File: config.mk
export PLATFORM = sky130hd
export DESIGN_NAME = sram_cmd_sequencer
export DESIGN_NICKNAME = d
export VERILOG_FILES = /design/src/rtl/sram_pkg.sv /design/src/rtl/sram_piso.sv /design/src/rtl/sram_cmd_sequencer.sv
export SDC_FILE = /design/constraint.sdc
export NUM_CORES = 1
export LEC_CHECK = 0
export ABC_AREA = 0
export BUFFER_PORTS_ARGS = -buffer_cell sky130_fd_sc_hd__buf_2
export CAP_MARGIN = 40
export CORE_AREA = 2 2 61 63
export DETAILED_ROUTE_END_ITERATION = 8
export DIE_AREA = 0 0 63 65
export PLACE_DENSITY = 0.77
export SETUP_SLACK_MARGIN = 0.05
export SLEW_MARGIN = 15
export SYNTH_ARGS = -nofsm -noshare
export SYNTH_HDL_FRONTEND = slang
export SYNTH_SLANG_ARGS = --single-unit
File: constraint.sdc
create_clock -name clk -period 1.91 [get_ports clk]
set_input_delay 0.382 -clock clk [delete_from_list [all_inputs] [get_ports clk]]
set_output_delay 0.382 -clock clk [all_outputs]
set_load 0.1 [all_outputs]
File: src/rtl/sram_pkg.sv
// rtl/sram_pkg.sv - shared types and constants for the SRAM command sequencer
//
// Purpose : sequencer state encoding and request opcodes.
// Ports   : none (package).

package sram_pkg;

    // Sequencer states, in transaction order.
    typedef enum logic [2:0] {
        IDLE  = 3'd0,
        SHIFT = 3'd1,
        WRITE = 3'd2,
        READ  = 3'd3,
        WAIT  = 3'd4,
        RESP  = 3'd5
    } state_t;

    // Request opcodes carried on req_we.
    localparam logic OP_RD = 1'b0;
    localparam logic OP_WR = 1'b1;

endpackage

File: src/rtl/sram_piso.sv
// rtl/sram_piso.sv - parallel-load, MSB-first shift register with bit counter
//
// Purpose : holds one write word and presents it one bit per enabled cycle,
//           MSB first, flagging the cycle in which the last bit is presented.
// Ports   : clk, srst  - clock, synchronous active-high reset
//           load       - capture din and restart the bit counter
//           en         - advance to the next bit at this edge
//           din        - parallel word
//           sout       - current bit (register MSB)
//           done       - en is high and the last bit is currently on sout

module sram_piso #(
    parameter int DATA_WIDTH = 8
) (
    input  logic                  clk,
    input  logic                  srst,
    input  logic                  load,
    input  logic                  en,
    input  logic [DATA_WIDTH-1:0] din,
    output logic                  sout,
    output logic                  done
);

    localparam int CW = (DATA_WIDTH > 1) ? $clog2(DATA_WIDTH) : 1;
    localparam logic [CW-1:0] LAST_BIT = CW'(DATA_WIDTH - 1);

    logic [DATA_WIDTH-1:0] r_shreg;
    logic [CW-1:0]         r_cnt;

    // Zeros are shifted in behind the word, so once all bits have gone out
    // (or nothing was ever loaded) sout is 0 with no extra gating needed.
    always_ff @(posedge clk) begin
        if (srst) begin
            r_shreg <= '0;
            r_cnt   <= '0;
        end else if (load) begin
            r_shreg <= din;
            r_cnt   <= '0;
        end else if (en) begin
            r_shreg <= {r_shreg[DATA_WIDTH-2:0], 1'b0};
            r_cnt   <= r_cnt + CW'(1);
        end
    end

    assign sout = r_shreg[DATA_WIDTH-1];
    assign done = en && (r_cnt == LAST_BIT);

endmodule

File: src/rtl/sram_cmd_sequencer.sv
// rtl/sram_cmd_sequencer.sv - request/response front end driving sram_top serial write and read pins
//
// Purpose : accepts one write/read request at a time, serialises write data
//           MSB first onto serial_out/shift, pulses w_en or r_en, captures
//           read data on data_valid (with a timeout) and returns one
//           response per accepted request.
// Ports   : clk, srst                       - clock, synchronous active-high reset
//           req_valid/req_ready             - request handshake
//           req_we, req_addr, req_wdata     - request payload
//           rsp_valid, rsp_rdata, rsp_timeout - response (rsp_valid is a 1-cycle pulse)
//           serial_out, shift, w_en, r_en, addr - to sram_top
//           data_valid, data_in             - from sram_top

module sram_cmd_sequencer
    import sram_pkg::*;
#(
    parameter int DATA_WIDTH = 8,
    parameter int ADDR_WIDTH = 4,
    parameter int RD_TIMEOUT = 16
) (
    input  logic                  clk,
    input  logic                  srst,
    input  logic                  req_valid,
    output logic                  req_ready,
    input  logic                  req_we,
    input  logic [ADDR_WIDTH-1:0] req_addr,
    input  logic [DATA_WIDTH-1:0] req_wdata,
    output logic                  rsp_valid,
    output logic [DATA_WIDTH-1:0] rsp_rdata,
    output logic                  rsp_timeout,
    output logic                  serial_out,
    output logic                  shift,
    output logic                  w_en,
    output logic                  r_en,
    output logic [ADDR_WIDTH-1:0] addr,
    input  logic                  data_valid,
    input  logic [DATA_WIDTH-1:0] data_in
);

    localparam int WCW = $clog2(RD_TIMEOUT + 1);
    localparam logic [WCW-1:0] WAIT_LAST = WCW'(RD_TIMEOUT - 1);
    localparam logic [WCW-1:0] WAIT_MAX  = WCW'(RD_TIMEOUT);

    state_t                r_state;
    state_t                w_next;

    logic                  r_req_ready;
    logic                  r_shift;
    logic                  r_w_en;
    logic                  r_r_en;
    logic                  r_rsp_valid;
    logic [DATA_WIDTH-1:0] r_rsp_rdata;
    logic                  r_rsp_timeout;
    logic [ADDR_WIDTH-1:0] r_addr;
    logic [WCW-1:0]        r_wait_cnt;

    logic                  w_accept;
    logic                  w_piso_load;
    logic                  w_piso_en;
    logic                  w_piso_sout;
    logic                  w_piso_done;
    logic                  w_wait_expired;

    // req_ready is itself a register, so the first IDLE cycle after reset
    // cannot accept; gating on it keeps the handshake honest.
    assign w_accept       = (r_state == IDLE) && r_req_ready && req_valid;
    assign w_piso_load    = w_accept && (req_we == OP_WR);
    assign w_piso_en      = (r_state == SHIFT);
    // True on the RD_TIMEOUT-th WAIT cycle without data_valid.
    assign w_wait_expired = (r_wait_cnt >= WAIT_LAST);

    // The shift register doubles as the write-data latch: it is loaded on
    // accept and its MSB is the registered serial_out.
    sram_piso #(
        .DATA_WIDTH (DATA_WIDTH)
    ) u_piso (
        .clk  (clk),
        .srst (srst),
        .load (w_piso_load),
        .en   (w_piso_en),
        .din  (req_wdata),
        .sout (w_piso_sout),
        .done (w_piso_done)
    );

    always_comb begin
        w_next = r_state;
        case (r_state)
            IDLE: begin
                if (w_accept) begin
                    w_next = (req_we == OP_WR) ? SHIFT : READ;
                end
            end
            SHIFT: begin
                if (w_piso_done) begin
                    w_next = WRITE;
                end
            end
            WRITE:   w_next = RESP;
            READ:    w_next = WAIT;
            WAIT: begin
                if (data_valid || w_wait_expired) begin
                    w_next = RESP;
                end
            end
            RESP:    w_next = IDLE;
            default: w_next = IDLE;
        endcase
    end

    // Pin-level outputs are decoded from the next state and registered, so
    // each strobe is glitch-free and aligned with the state it belongs to.
    always_ff @(posedge clk) begin
        if (srst) begin
            r_state       <= IDLE;
            r_req_ready   <= 1'b0;
            r_shift       <= 1'b0;
            r_w_en        <= 1'b0;
            r_r_en        <= 1'b0;
            r_rsp_valid   <= 1'b0;
            r_rsp_rdata   <= '0;
            r_rsp_timeout <= 1'b0;
            r_addr        <= '0;
        end else begin
            r_state     <= w_next;
            r_req_ready <= (w_next == IDLE);
            r_shift     <= (w_next == SHIFT);
            r_w_en      <= (w_next == WRITE);
            r_r_en      <= (w_next == READ);
            r_rsp_valid <= (w_next == RESP);

            if (w_accept) begin
                r_addr <= req_addr;
            end

            // Response payload changes only when a response is being formed
            // and then holds until the next one.
            if (r_state == WRITE) begin
                r_rsp_rdata   <= '0;
                r_rsp_timeout <= 1'b0;
            end else if (r_state == WAIT) begin
                if (data_valid) begin
                    r_rsp_rdata   <= data_in;
                    r_rsp_timeout <= 1'b0;
                end else if (w_wait_expired) begin
                    r_rsp_rdata   <= '0;
                    r_rsp_timeout <= 1'b1;
                end
            end
        end
    end

    // Cleared during the r_en cycle, counts empty WAIT cycles, saturates.
    always_ff @(posedge clk) begin
        if (srst) begin
            r_wait_cnt <= '0;
        end else if (r_state == READ) begin
            r_wait_cnt <= '0;
        end else if ((r_state == WAIT) && !data_valid && (r_wait_cnt != WAIT_MAX)) begin
            r_wait_cnt <= r_wait_cnt + WCW'(1);
        end
    end

    assign req_ready   = r_req_ready;
    assign shift       = r_shift;
    assign serial_out  = w_piso_sout;
    assign w_en        = r_w_en;
    assign r_en        = r_r_en;
    assign addr        = r_addr;
    assign rsp_valid   = r_rsp_valid;
    assign rsp_rdata   = r_rsp_rdata;
    assign rsp_timeout = r_rsp_timeout;

endmodule

[Word level (Yosys, flattened, before mapping)]
Cells that the tools add are included.
Word-level totals
  output and inout port bits: 19
  word-level logic and storage cells: 52
  register bits: 37
  input bits: 25
Cells by class
  equal/unequal tests: 10
  add/subtract/negate cells: 2
  muxes and demuxes: 11
  reduce and logical (&&, ||, !) cells: 16
  magnitude comparators: 1
Operator list (count)
  8-bit 2-to-1 mux: 4
  3-bit one-hot mux with 5 select lines: 1
  3-bit by 2-bit equality test with 1-bit output, second input constant: 4
  3-bit equality test, second input constant: 3
  3-bit 2-to-1 mux: 3
  3-bit by 1-bit equality test with 1-bit output, second input constant: 2
  1-bit logical AND: 6
  3-bit zero test: 2
  2-bit OR reduction: 3
  5-bit by 1-bit adder with 5-bit output, second input constant: 1
  5-bit by 4-bit greater-or-equal comparator with 1-bit output, second input constant: 1
  5-bit != test, second input constant: 1
  2-bit nonzero test: 2
  3-bit by 1-bit adder with 3-bit output, second input constant: 1
  1-bit 2-to-1 mux: 2
  2-bit 2-to-1 mux: 1
  2-bit AND reduction: 1
  1-bit zero test: 1
  1-bit logical OR: 1

[Logic depth before layout (Yosys ltp)]
  depth after elaboration: 6
  gate-level depth with buffers: 6
  depth with buffers taken out: 5

[By module]
Synthesis repeated with hierarchy kept, for this count alone.
Unflattened totals
  cell total of the unflattened synthesis: 174
  area total of the unflattened synthesis: 1767.9 sq um
By module, submodules not included
  sram_cmd_sequencer: instances 1, seq. area each 520.5 sq um, area an instance 1263.7 sq um, cells each 126
  sram_piso: instances 1, seq. area each 220.2 sq um, area an instance 504.2 sq um, cells each 48

[Least setup slack after synthesis]
No wires, ideal clock.
  path kind: flip-flop to flip-flop
  start point: register r_req_ready, in the netlist req_ready
  end point: register r_req_ready, in the netlist req_ready
  setup slack: -0.048 ns
  period minus slack after synthesis: 1.958 ns
  stages on the path, launching flop included: 4
  data required time: 1.794 ns
  data arrival time: 1.842 ns
  setup time: 0.116 ns
  path buffers: 0
  cell sequence: dfxtp_1 nand4bb_1 o32a_1 and4_1
Between the ends
  word-level cells in the longest chain between the ends: 5
Ends and longest elaborated chain
  start: declaration: line sram_cmd_sequencer.sv:47  | logic r_req_ready;
  start signal: assignment: line sram_cmd_sequencer.sv:126  | r_req_ready <= (w_next == IDLE);
  1-bit logical AND (2 in series): line sram_cmd_sequencer.sv:66  | assign w_accept = (r_state == IDLE) && r_req_ready && req_valid;
  3-bit 2-to-1 mux: line sram_cmd_sequencer.sv:90  | if (w_accept) begin
  3-bit one-hot mux with 5 select lines: line sram_cmd_sequencer.sv:88  | case (r_state)
  3-bit zero test: line sram_cmd_sequencer.sv:126
No other way between the ends.
A chain may end at the register's enable or synchronous reset.

[Final worst setup path]
  start point: register r_wait_cnt[0]
  end point: register r_rsp_rdata[3], in the netlist rsp_rdata[3]
Between the ends
  word-level cells in the longest chain between the ends: 3
Ends and longest elaborated chain
  start: declaration: line sram_cmd_sequencer.sv:55  | logic [WCW-1:0] r_wait_cnt;
  start signal: assignment: line sram_cmd_sequencer.sv:160  | r_wait_cnt <= r_wait_cnt + WCW'(1);
  5-bit by 4-bit greater-or-equal comparator with 1-bit output: line sram_cmd_sequencer.sv:70  | assign w_wait_expired = (r_wait_cnt >= WAIT_LAST);
  2-bit nonzero test (no line)
  2-bit AND reduction (no line)
  end signal: assignment: line sram_cmd_sequencer.sv:143  | r_rsp_rdata <= data_in;
  end: declaration: line sram_cmd_sequencer.sv:52  | logic [DATA_WIDTH-1:0] r_rsp_rdata;
No other way between the ends.

==> metrics.cfg <==
[clocking]
cts_made_buffers = 5
path_clk_slew_ns = 0.10
clk_latency_ns = 0.34
ctsResizeCount = 0
cts-root-buf = clkbuf_4
cts.path.max_buffers = 2
clock-sinks = 37
cts_setup_buffers = 0
cts_tree = done
hold_buffers = 0
h-tree-depth = 2

[worst_hold_path]
hold_path.class = in -> reg

[route]
wl_met2_um = 1600
detail-route-antenna-nets = 0
avgViaCountPerCell = 5.49
highest_layer = met4
drtIter0Drc = 75
wl_per_cell_um = 12.8
wl_met1_um = 1540
vias = 1465
first_pass_iters = 4
routed_wl_um = 3410
wl_met3_um = 210
route.detailed.drc = 0

[synth]
yosysTopAreaCell = dfxtp_1
yosys.cell_types.count = 43
ys_seq_area_share_pct = 42.6
synthCells = 174
ys.warnings.count = 0
ys_ff_latch = 37
synth_top_cells_by_area = dfxtp_1 43%, mux2i_1 6.3%, a32o_1 4.6%
syn_area_um2 = 1740
yosysTopAreaCellShare_pct = 42.6
synthesis.nets = 204
synth_area_per_cell_um2 = 10.0

[sta]
report.final.hold_viol_count = 0
period_needed_ns = 1.71
fmaxAchievable_mhz = 585
setup_tns_ns = 0
setup_viol = 0
fin_crit_sh_pct = 89.6
slew_violations = 0
slew_headroom_pct = 55.5
grt_setup_unrepaired = false
worst_pin_slew_ns = 0.668
fin_skew_ns = 0.00434

[floorplan]
die_width_um = 63
pin_count = 44
num_rows = 22
fp.dieH_um = 65
core_area_um2 = 3500
start_util_pct = 49.8
die_area_um2 = 4100

[worst_setup_path]
worstPathRequired_ns = 2.19
end_kind = flop
critical_path.cell_chain = ha_1 -> and3_1 -> ha_1 -> o41ai_2 -> buf_4 -> a32o_1
worstSetupPathType = reg -> reg
max_stage_delay_ns = 0.35
start_kind = flop
cp_slowest_cell = dfxtp_1
critPathMostFrequentCell = ha_1
cp_max_fo = 13
critPathArrivalTime_ns = 1.99

[global_routing]
grt_overflow = 0
grt_util_all_layers_pct = 18.1
antenna_found_initial = 0
grt_max_degree = 38
grt_pass1_vias = 1352
grt_pass1_wl_um = 5890

[cells_and_area]
fill_cells = 325
utilization_pct = 59.4
diodes = 0
drive_above_1_share_pct = 29.2
nets = 249
area_growth_pct = 19.3

[placement]
hpwl_um = 2510
numPortBuffers = 43
gp_congestion = 0.856

[pwr]
pwr_density_cell_nw_per_um2 = 796
leakage_nw = 0.896
vdd_drop_max_mv = 0.369

[outcome]
outcome = completed

[job]
maxCapViolations = 0

layout make-up:
class / instances / area (µm²) / share of cell area, %
multi-input combinational: 118 / 913 / 44.0
sequential: 37 / 742 / 35.7
timing repair buffer: 49 / 273 / 13.1
tap: 48 / 60.1 / 2.89
clock buffer: 6 / 51.3 / 2.47
inverter: 8 / 30.0 / 1.45
clock inverter: 1 / 7.51 / 0.361
final timing paths:
kind / cells after the start / slack (ns) / from / end
setup / recovery: 6 / 0.20 / r_wait_cnt[0] / rsp_rdata[3]
hold / removal: 2 / 0.25 / data_in[0] / rsp_rdata[0]
setup reg to reg: 6 / 0.20 / r_wait_cnt[0] / rsp_rdata[3]
hold reg to reg: 2 / 0.48 / rsp_timeout / rsp_timeout
synth_stat cells:
library cell / n
o41ai_2: 1
ha_1: 5
nor4_2: 1
nand4_1: 4
nor3_4: 1
nor3b_4: 1
mux2i_1: 11
or4b_1: 1
a211oi_2: 1
nand3_1: 6
a21oi_1: 9
and3_1: 1
o21ai_0: 4
o211ai_1: 1
o32ai_1: 1
nor2b_1: 9
xor2_1: 1
o31ai_1: 2
nor2_1: 5
nor3_2: 1
a21o_1: 1
nand2_1: 3
buf_6: 1
nand2b_1: 1
nand3b_1: 3
inv_1: 8
nor4bb_1: 1
dfxtp_1: 37
a31oi_1: 1
and4bb_2: 1
nand4bb_1: 2
o21bai_1: 1
nor4b_1: 2
a32o_1: 8
clkbuf_1: 4
o32a_1: 1
and4b_1: 1
or3b_1: 4
a211oi_1: 9
and4_1: 2
buf_2: 6
a221oi_1: 1
nor3_1: 10
routing by layer:
| metal | GRT usage, % | vias up |
|---|---|---|
| met3 | 5.90 | 6 |
| li1 | - | 753 |
| met1 | 22.7 | 654 |
| met4 | 6.94 | 0 |
| met2 | 28.9 | 52 |
| met5 | 0 | - |
flip-flops by register name (all words and copies together) (netlist names):
name	count
shift	1
w_en	1
u_piso.r_cnt	3
rsp_valid	1
req_ready	1
rsp_rdata	8
r_wait_cnt	5
r_en	1
u_piso.r_shreg	8
addr	4
rsp_timeout	1
r_state	3
logic make-up after synthesis:
family	count (synthesis)	synth area share, %
adder cells (fa/ha/maj)	5	3.59
buffers and inverters	19	4.96
flip-flops	37	42.6
AO/OA/AOI/OAI	41	18.0
XOR/XNOR	1	0.503
AND/OR/NAND/NOR	60	24.1
multiplexers	11	6.33
metrics by stage:
step	power, mW	instances	instance area [µm²]	hold slack [ns]	setup slack, ns
after floorplan	1.16	174	1740	0.468	0.185
after global placement	1.25	260	2020	0.463	0.235
after detailed placement	1.25	260	2020	0.468	0.210
after CTS	1.67	267	2080	0.234	0.187
after global routing	1.74	267	2080	0.223	0.133
final	1.65	267	2080	0.251	0.199
critical path, delay by kind of cell (launching register included):
family,cells,cell delay [ns]
buf+inv,1,0.23
fa+ha+maj,2,0.40
flops,1,0.35
simple gates,1,0.18
compound gates,2,0.49
placed cells by master, fill, tap and decap left out, types with 2 or more instances in the layout:
cell type / count
a211oi_1: 9
a21oi_1: 9
a32o_1: 8
and4_1: 2
buf_2: 43
buf_4: 5
clkbuf_4: 5
dfxtp_1: 36
ha_1: 5
inv_1: 8
mux2i_1: 11
nand2_1: 3
nand3_1: 6
nand3b_1: 3
nand4_1: 4
nand4bb_1: 2
nor2_1: 5
nor2b_1: 9
nor3_1: 10
nor4b_1: 2
o21ai_0: 4
o31ai_1: 2
or3b_1: 4
report_power, final:
group          internal [mW]  switching [mW]  total [mW]  leakage, nW
Clock                  0.172           0.244       0.417       0.0303
Combinational          0.120           0.276       0.395        0.565
Sequential             0.813          0.0280       0.841        0.300
Total                   1.11           0.548        1.65        0.896
(Power assumes the default switching activity.)
